File: src/rtl/sram_arb_pkg.sv
// Shared types and sizing helpers for the SRAM arbiter: FSM state encoding,
// default bus widths and the wait-counter width rule.
package sram_arb_pkg;

    typedef enum logic [1:0] {
        IDLE  = 2'd0,
        READ  = 2'd1,
        WRITE = 2'd2,
        REC   = 2'd3
    } state_e;

    localparam int DEF_ADDR_W  = 18;
    localparam int DEF_DATA_W  = 16;
    localparam int DEF_RD_WAIT = 2;
    localparam int DEF_WR_WAIT = 2;

    // The counter holds WAIT-1 at most; never let the width collapse to zero.
    function automatic int cnt_width(input int rd_wait, input int wr_wait);
        int max_wait;
        max_wait = (rd_wait > wr_wait) ? rd_wait : wr_wait;
        return (max_wait < 2) ? 1 : $clog2(max_wait);
    endfunction

    localparam int DEF_CNT_W = cnt_width(DEF_RD_WAIT, DEF_WR_WAIT);

endpackage

File: src/rtl/sram_arbiter.sv
// Arbitrates a single asynchronous SRAM between a playback reader and a record
// writer, producing registered strobes with fixed access timing.
module sram_arbiter
    import sram_arb_pkg::*;
#(
    parameter int ADDR_W   = DEF_ADDR_W,
    parameter int DATA_W   = DEF_DATA_W,
    parameter int RD_WAIT  = DEF_RD_WAIT,
    parameter int WR_WAIT  = DEF_WR_WAIT,
    parameter int MAX_SKIP = 2
) (
    input  logic              clk,
    input  logic              reset,
    input  logic              rd_req,
    input  logic [ADDR_W-1:0] rd_addr,
    output logic [DATA_W-1:0] rd_data,
    output logic              rd_valid,
    input  logic              wr_req,
    input  logic [ADDR_W-1:0] wr_addr,
    input  logic [DATA_W-1:0] wr_data,
    output logic              wr_ack,
    output logic [ADDR_W-1:0] sram_addr,
    input  logic [DATA_W-1:0] sram_dq_i,
    output logic [DATA_W-1:0] sram_dq_o,
    output logic              sram_dq_oe,
    output logic              sram_ce_n,
    output logic              sram_oe_n,
    output logic              sram_we_n,
    output logic              sram_lb_n,
    output logic              sram_ub_n,
    output logic              busy
);

    localparam int CNT_W  = cnt_width(RD_WAIT, WR_WAIT);
    localparam int SKIP_W = (MAX_SKIP < 1) ? 1 : $clog2(MAX_SKIP + 1);
    localparam logic [CNT_W-1:0]  RD_LOAD  = CNT_W'(RD_WAIT - 1);
    localparam logic [CNT_W-1:0]  WR_LOAD  = CNT_W'(WR_WAIT - 1);
    localparam logic [CNT_W-1:0]  CNT_ZERO = {CNT_W{1'b0}};
    localparam logic [SKIP_W-1:0] SKIP_MAX = SKIP_W'(MAX_SKIP);

    state_e             state_r, state_s;
    logic [CNT_W-1:0]   cnt_r, cnt_s;
    logic [SKIP_W-1:0]  skip_cnt_r, skip_s;
    logic               byte_n_r, byte_n_s;
    logic [ADDR_W-1:0]  addr_s;
    logic [DATA_W-1:0]  dq_o_s, rd_data_s;
    logic               dq_oe_s, ce_n_s, oe_n_s, we_n_s;
    logic               rd_valid_s, wr_ack_s, busy_s;
    logic               grant_rd_s, grant_wr_s;

    assign sram_lb_n = byte_n_r;
    assign sram_ub_n = byte_n_r;

    // Next-state, arbitration and next output values.
    always_comb begin
        state_s    = state_r;
        cnt_s      = cnt_r;
        skip_s     = skip_cnt_r;
        byte_n_s   = byte_n_r;
        addr_s     = sram_addr;
        dq_o_s     = sram_dq_o;
        dq_oe_s    = sram_dq_oe;
        ce_n_s     = sram_ce_n;
        oe_n_s     = sram_oe_n;
        we_n_s     = sram_we_n;
        rd_data_s  = rd_data;
        rd_valid_s = 1'b0;
        wr_ack_s   = 1'b0;
        grant_rd_s = 1'b0;
        grant_wr_s = 1'b0;

        case (state_r)
            IDLE: begin
                if (rd_req && wr_req) begin
                    if (skip_cnt_r == SKIP_MAX) begin
                        grant_wr_s = 1'b1;
                    end else begin
                        grant_rd_s = 1'b1;
                        skip_s     = skip_cnt_r + SKIP_W'(1);
                    end
                end else if (rd_req) begin
                    grant_rd_s = 1'b1;
                end else if (wr_req) begin
                    grant_wr_s = 1'b1;
                end else begin
                    state_s = IDLE;
                end

                if (grant_rd_s) begin
                    state_s  = READ;
                    cnt_s    = RD_LOAD;
                    addr_s   = rd_addr;
                    dq_oe_s  = 1'b0;
                    ce_n_s   = 1'b0;
                    oe_n_s   = 1'b0;
                    we_n_s   = 1'b1;
                    byte_n_s = 1'b0;
                end else if (grant_wr_s) begin
                    state_s  = WRITE;
                    cnt_s    = WR_LOAD;
                    skip_s   = {SKIP_W{1'b0}};
                    addr_s   = wr_addr;
                    dq_o_s   = wr_data;
                    dq_oe_s  = 1'b1;
                    ce_n_s   = 1'b0;
                    oe_n_s   = 1'b1;
                    we_n_s   = 1'b0;
                    byte_n_s = 1'b0;
                end else begin
                    state_s = IDLE;
                end
            end
            READ: begin
                if (cnt_r == CNT_ZERO) begin
                    state_s    = REC;
                    rd_data_s  = sram_dq_i;
                    rd_valid_s = 1'b1;
                    ce_n_s     = 1'b1;
                    oe_n_s     = 1'b1;
                    byte_n_s   = 1'b1;
                end else begin
                    cnt_s = cnt_r - CNT_W'(1);
                end
            end
            WRITE: begin
                // Data and drive enable stay up through REC for hold after WE rises.
                if (cnt_r == CNT_ZERO) begin
                    state_s  = REC;
                    wr_ack_s = 1'b1;
                    ce_n_s   = 1'b1;
                    we_n_s   = 1'b1;
                    byte_n_s = 1'b1;
                end else begin
                    cnt_s = cnt_r - CNT_W'(1);
                end
            end
            REC: begin
                state_s = IDLE;
                dq_oe_s = 1'b0;
            end
            default: begin
                state_s  = IDLE;
                dq_oe_s  = 1'b0;
                ce_n_s   = 1'b1;
                oe_n_s   = 1'b1;
                we_n_s   = 1'b1;
                byte_n_s = 1'b1;
            end
        endcase

        busy_s = (state_s != IDLE);
    end

    // State, counters and all registered outputs.
    always_ff @(posedge clk or posedge reset) begin
        if (reset) begin
            state_r    <= IDLE;
            cnt_r      <= CNT_ZERO;
            skip_cnt_r <= {SKIP_W{1'b0}};
            byte_n_r   <= 1'b1;
            sram_addr  <= {ADDR_W{1'b0}};
            sram_dq_o  <= {DATA_W{1'b0}};
            sram_dq_oe <= 1'b0;
            sram_ce_n  <= 1'b1;
            sram_oe_n  <= 1'b1;
            sram_we_n  <= 1'b1;
            rd_data    <= {DATA_W{1'b0}};
            rd_valid   <= 1'b0;
            wr_ack     <= 1'b0;
            busy       <= 1'b0;
        end else begin
            state_r    <= state_s;
            cnt_r      <= cnt_s;
            skip_cnt_r <= skip_s;
            byte_n_r   <= byte_n_s;
            sram_addr  <= addr_s;
            sram_dq_o  <= dq_o_s;
            sram_dq_oe <= dq_oe_s;
            sram_ce_n  <= ce_n_s;
            sram_oe_n  <= oe_n_s;
            sram_we_n  <= we_n_s;
            rd_data    <= rd_data_s;
            rd_valid   <= rd_valid_s;
            wr_ack     <= wr_ack_s;
            busy       <= busy_s;
        end
    end

endmodule

File: config.mk
export PLATFORM = sky130hd
export DESIGN_NAME = sram_arbiter
export DESIGN_NICKNAME = d
export VERILOG_FILES = /design/src/rtl/sram_arb_pkg.sv /design/src/rtl/sram_arbiter.sv
export SDC_FILE = /design/constraint.sdc
export NUM_CORES = 1
export LEC_CHECK = 0
export ABC_AREA = 1
export CAP_MARGIN = 25
export CORE_ASPECT_RATIO = 1.5
export CORE_MARGIN = 2
export CORE_UTILIZATION = 42
export DETAILED_ROUTE_END_ITERATION = 6
export HOLD_SLACK_MARGIN = 0.03
export PLACE_DENSITY = 0.84
export SLEW_MARGIN = 20
export SYNTH_ARGS = -nofsm -noshare
export SYNTH_HDL_FRONTEND = slang
export SYNTH_SLANG_ARGS = --single-unit
File: constraint.sdc
create_clock -name clk -period 2.35 [get_ports clk]
set_clock_uncertainty 0.15 [all_clocks]
set_input_delay 0.47 -clock clk [delete_from_list [all_inputs] [get_ports clk]]
set_output_delay 0.47 -clock clk [all_outputs]
set_load 0.01 [all_outputs]
==> out/summary.txt, run 1 <==
outcome: completed
Max Fclk: 484.5 MHz
post_cts resized: 0
DR vias/cell: 4.908
gr usage total: 20.93%
# fillers: 595
Reg clk slew, reported paths: 70 ps
crit path DAT: 1440 ps
Antenna Cells: 0
row count: 38
Cell Count, Final, Fillers Out: 585
via count: 2871
CP peak stage delay: 570 ps
wire length of the first global-routing pass: 12.95 mm
Final TNS setup: 0 ps
Worst Setup Start Kind: flip-flop
CP cell instances: clkdlybuf4s50_1
Iter 0 DRT Violations: 215
clk root buf: clkbuf_8
fin. max-slew vios: 0
Core ar.: 7132 um2
CP Class: reg2out
DRT Wirelength: 8.167 mm
largest family of logic cells by synthesized area: simple AND/OR/NAND/NOR gates
Lkg Pwr: 2.283 nW
fin util: 63.60%
mux share of post-synthesis cell area: 0%
Slew headroom: 65.18%
Placed Cells: 569
Final period util: 87.82%
PnR worst setup slack: 286.1 ps
buffers plus inverters on the worst setup path: 1
Post-CTS Setup Inserts: 0
Final Hold Fails: 0
critical path required time: 1730 ps
Antenna Nets Post-Route: 0
power per cell area: 1222 nW/um2
xor/xnor share of the synthesized area: 0%
gpl congestion: 0.8103
area delta synth->final: 49.30%
cell count after synthesis: 372
Hold/Removal Path Class: in2async
Port Buffers: 130
synthesized area: 3038 um2
RSZ-0062 raised after global routing: no
simple-gate area share of the yosys netlist: 37.19%
Seq/Total Area, Yosys: 51.19%
Post-Synth Adder-Cell Area: 3.295%
family with the most delay on the worst path: flip-flops
Slew @ Worst Pin: 520.3 ps
max-cap violation count: 0
largest net degree at the start of global routing: 61
hold_buf cts: 0
Compound-Gate Fraction of Synth Area: 1.030%
drt pass-1 iters: 4
die height: 108.2 um
grt ovf: 0
clock latency on the worst-skew pair: 330 ps
CTS Buffer Depth: 2
worst ir drop on vdd: 0.6864 mV
drt wl/cell: 13.96 um
syn nets: 452
CP max stage cell: dfstp_2
Placement Setup Slack: 217.4 ps
vias in the first global route: 2820
CTS Sinks: 62
Detail Placement HPWL: 6.003 mm
total die area: 7943 um2
number of CTS-inserted buffers: 9
synth warn: 0
Initial Util: 42.60%
Max H-tree Level: 3
CTS tree: done
post-layout min period: 2064 ps
post-route DRC violation count: 0
crit-path max FO: 4
unique cell type count in the Yosys netlist: 23
CP endpoint kind: output pin
Avg Cell Area, Syn: 8.166 um2
I/O Pins: 131
final net count: 580
FF+latch count, synth: 62
initial antenna violation count: 0
share of post-route cells with drive strength above 1: 7.525%
Final Setup Violations: 0
die width: 73.44 um
state kept, by name, indices dropped and copies added (netlist names):
signal,cells
busy,1
cnt_r,1
rd_data,16
rd_valid,1
skip_cnt_r,2
sram_addr,18
sram_dq_o,16
sram_dq_oe,1
sram_lb_n,1
sram_oe_n,1
sram_we_n,1
state_r,2
wr_ack,1
cell usage in the layout (no fill, tap or decap):
cell type,count
nand2_2,3
nand3_1,29
clkbuf_8,9
dfstp_2,3
o21ai_4,1
clkinv_4,2
dfrtp_1,59
nor2_1,4
nand3b_1,1
inv_1,12
buf_12,1
inv_6,1
clkinv_2,2
buf_4,5
bufinv_16,1
nand2_1,204
nor2_8,1
nand3_4,1
nand4_1,17
o21ai_0,2
nor2_4,1
nand2_4,2
clkinvlp_4,1
inv_4,1
ha_1,8
clkdlybuf4s50_1,130
o21ai_1,1
inv_2,3
logic make-up after synthesis:
group                    count (synthesis)
adder cells (fa/ha/maj)                  8
buffers and inverters                   35
flip-flops                              62
AND/OR/NAND/NOR                        263
AO/OA/AOI/OAI                            4
cell usage after synthesis:
master    number  area (um2)
nand3_4        1       17.52
buf_2          7       35.03
o21ai_4        1       16.27
nand2_4        2       22.52
nand2_1      204       765.7
nor2_4         1       11.26
inv_2          2       7.510
inv_4          1       6.260
nor2_8         1       20.02
buf_6          7       78.83
nand3b_1       1       7.510
dfstp_2        3       78.83
buf_4          4       30.03
inv_1         13       48.80
nand4_1       17       106.4
nand2_2        3       18.77
dfrtp_1       59        1476
buf_8          1       15.01
nor2_1         4       15.01
nand3_1       29       145.1
o21ai_0        2       10.01
o21ai_1        1       5.000
ha_1           8       100.1
layout make-up:
cell class | instances | area (um2) | area share, %
flip-flops and latches | 62 | 1555 | 34.29
repair buffers | 136 | 1359 | 29.96
multi-input cells | 275 | 1261 | 27.81
clock buffers | 9 | 123.9 | 2.731
well taps | 80 | 100.1 | 2.207
clock inverters | 7 | 73.82 | 1.628
inverters | 16 | 62.56 | 1.379
metal layers:
metal,up-vias,share of wire [%],GRT usage [%],routed length [um]
met1,1363,38,24.07,3141
met2,63,55,36.73,4505
met3,20,3.1,3.635,254
met4,0,3.2,10.00,265
met5,-,0,0,0
li1,1425,-,-,-
path summary, 6_finish.rpt:
check / start / end / slack [ps] / depth (start not counted)
worst min register to register: sram_oe_n / sram_oe_n / 320 / 2
min in group clk: sram_oe_n / sram_oe_n / 320 / 2
worst max register to register: state_r[0] / sram_dq_oe / 540 / 6
worst max-delay path: sram_lb_n / sram_ce_n / 290 / 1
worst min-delay path: reset / rd_data[10] / 170 / 2
max in group asynchronous: reset / sram_lb_n / 1330 / 3
metrics by stage:
step                      hold WS, ps  power [mW]  instance area (um2)
after floorplan                 317.4       3.352                 3038
after global placement          302.1       4.552                 4338
after detailed placement        305.9       4.641                 4338
after CTS                       155.6       5.599                 4536
after global routing            157.7       5.943                 4536
final                           165.0       5.541                 4536
power breakdown:
part           switching [mW]  internal, mW  leakage (nW)
Combinational            1.39          1.34          1.42
Clock                   0.439         0.493        0.0996
Sequential              0.283          1.59         0.766
(Power assumes the default switching activity.)
==> run 2: changes to the inputs <==
CORE_UTILIZATION = 45   (was 42)
PLACE_DENSITY = 0.89   (was 0.84)
clock period = 2.6 ns   (was 2.35 ns; I/O delays follow)
==> out/summary.txt, run 2 (synthesis gave the netlist of run 1 again) <==
CP cell instances: clkdlybuf4s50_1
gr usage total: 24.64%
Initial Util: 46.51%
Antenna Nets Post-Route: 0
Internal: 3.143 mW
outcome: completed
largest net degree at the start of global routing: 45
Design Power: 5.076 mW
total die area: 7438 um2
Iter 0 DRT Violations: 298
grt ovf: 0
fin. max-slew vios: 0
clk root buf: clkbuf_8
initial antenna violation count: 0
DR vias/cell: 5.059
wire length of the first global-routing pass: 14.20 mm
Lkg Pwr: 2.274 nW
share of post-route cells with drive strength above 1: 6.759%
Post-CTS Setup Inserts: 0
leading cell type in the layout, fill and taps excluded: nand2_1
Final Hold Fails: 0
Final Hold Slack: 316.5 ps
post_cts resized: 0
Detail Placement HPWL: 6.184 mm
max-cap violation count: 0
Final Setup Violations: 0
Hold/Removal Path Class: reg2reg
CP Class: reg2out
Top reg by flops: sram_addr
Final TNS setup: 0 ps
DRT Wirelength: 8.716 mm
Slew headroom: 63.53%
Antenna Cells: 0
die height: 104.6 um
worst ir drop on vdd: 0.5622 mV
Slew @ Worst Pin: 545.3 ps
Worst Setup Start Kind: flip-flop
Placed Cells: 563
crit path DAT: 1470 ps
Cell Count, Final, Fillers Out: 579
# fillers: 493
Max H-tree Level: 3
Reg clk slew, reported paths: 70 ps
crit-path max FO: 4
sw frac: 38.09%
area delta synth->final: 48.76%
I/O Pins: 131
post-layout min period: 2139 ps
CP max stage cell: dfstp_2
Port Buffers: 130
Flop pwr share: 33.7%
drt wl/cell: 15.05 um
Psw: 1.934 mW
vias in the first global route: 2887
Core ar.: 6531 um2
post-route DRC violation count: 0
gpl congestion: 0.8211
clock latency on the worst-skew pair: 340 ps
Largest register FFs: 18
CTS Sinks: 62
final net count: 578
clock network fraction of total power: 17.1%
CTS tree: done
Largest regs: sram_addr (18), rd_data (16), sram_dq_o (16)
drt pass-1 iters: 4
via count: 2929
row count: 36
highest-count cells in the layout ignoring fill and taps: nand2_1, clkdlybuf4s50_1, dfrtp_1, nand3_1, nand4_1
critical path required time: 1930 ps
CTS Buffer Depth: 2
number of CTS-inserted buffers: 9
placed cell areas: 4318 um2
Final Cell Area: 4519 um2
Final period util: 82.26%
power per cell area: 1123 nW/um2
CP peak stage delay: 570 ps
Gate power share: 49.2%
RSZ-0062 raised after global routing: no
buffers plus inverters on the worst setup path: 1
family with the most delay on the worst path: flip-flops
hold_buf cts: 0
Max Fclk: 467.6 MHz
die width: 71.09 um
CP endpoint kind: output pin
==> run 2: per-stage QoR <==
step / worst slack, ps / utilization [%]
6_report: 461.3 / 69.20
5_1_grt: 397.3 / 69.20
4_1_cts: 454.0 / 69.20
3_5_place_dp: 201.7 / 66.11
3_3_place_gp: 269.0 / 66.11
2_1_floorplan: 393.6 / -
==> run 2: path summary, 6_finish.rpt <==
check,cells past startpoint,slack [ps],endpoint,from
worst max register to register,6,700,sram_dq_o[13],state_r[1]
min in group asynchronous,2,360,rd_data[5],reset
worst min register to register,2,320,sram_oe_n,sram_oe_n
worst max-delay path,1,460,sram_lb_n,sram_lb_n
max in group asynchronous,3,1310,sram_lb_n,reset
worst min-delay path,2,320,sram_oe_n,sram_oe_n
==> run 2: layout make-up <==
cell class | instances | area, um2 | share of cell area [%]
multi-input combinational | 275 | 1261 | 27.91
clock inverter | 3 | 42.54 | 0.9413
clock buffer | 13 | 158.9 | 3.516
sequential | 62 | 1555 | 34.41
inverter | 16 | 62.56 | 1.384
timing repair buffer | 134 | 1344 | 29.73
tap | 76 | 95.09 | 2.104
==> run 2: routing by layer <==
| metal | part of all wire (%) | routed length [um] | track usage [%] |
|---|---|---|---|
| met1 | 37 | 3243 | 27.48 |
| met2 | 55 | 4837 | 44.13 |
| met3 | 4.4 | 385 | 5.979 |
| met4 | 2.9 | 250 | 9.838 |
| met5 | 0 | 0 | 0 |
==> run 2: power by group through the flow <==
stage | Sequential, mW | Combinational (mW) | Clock (mW)
finish | 1.71 | 2.50 | 0.868
global route | 1.76 | 2.73 | 0.935
CTS | 1.71 | 2.51 | 0.876
detailed placement | 1.72 | 2.49 | 0
global placement | 1.70 | 2.40 | 0
floorplan | 1.89 | 1.14 | 0
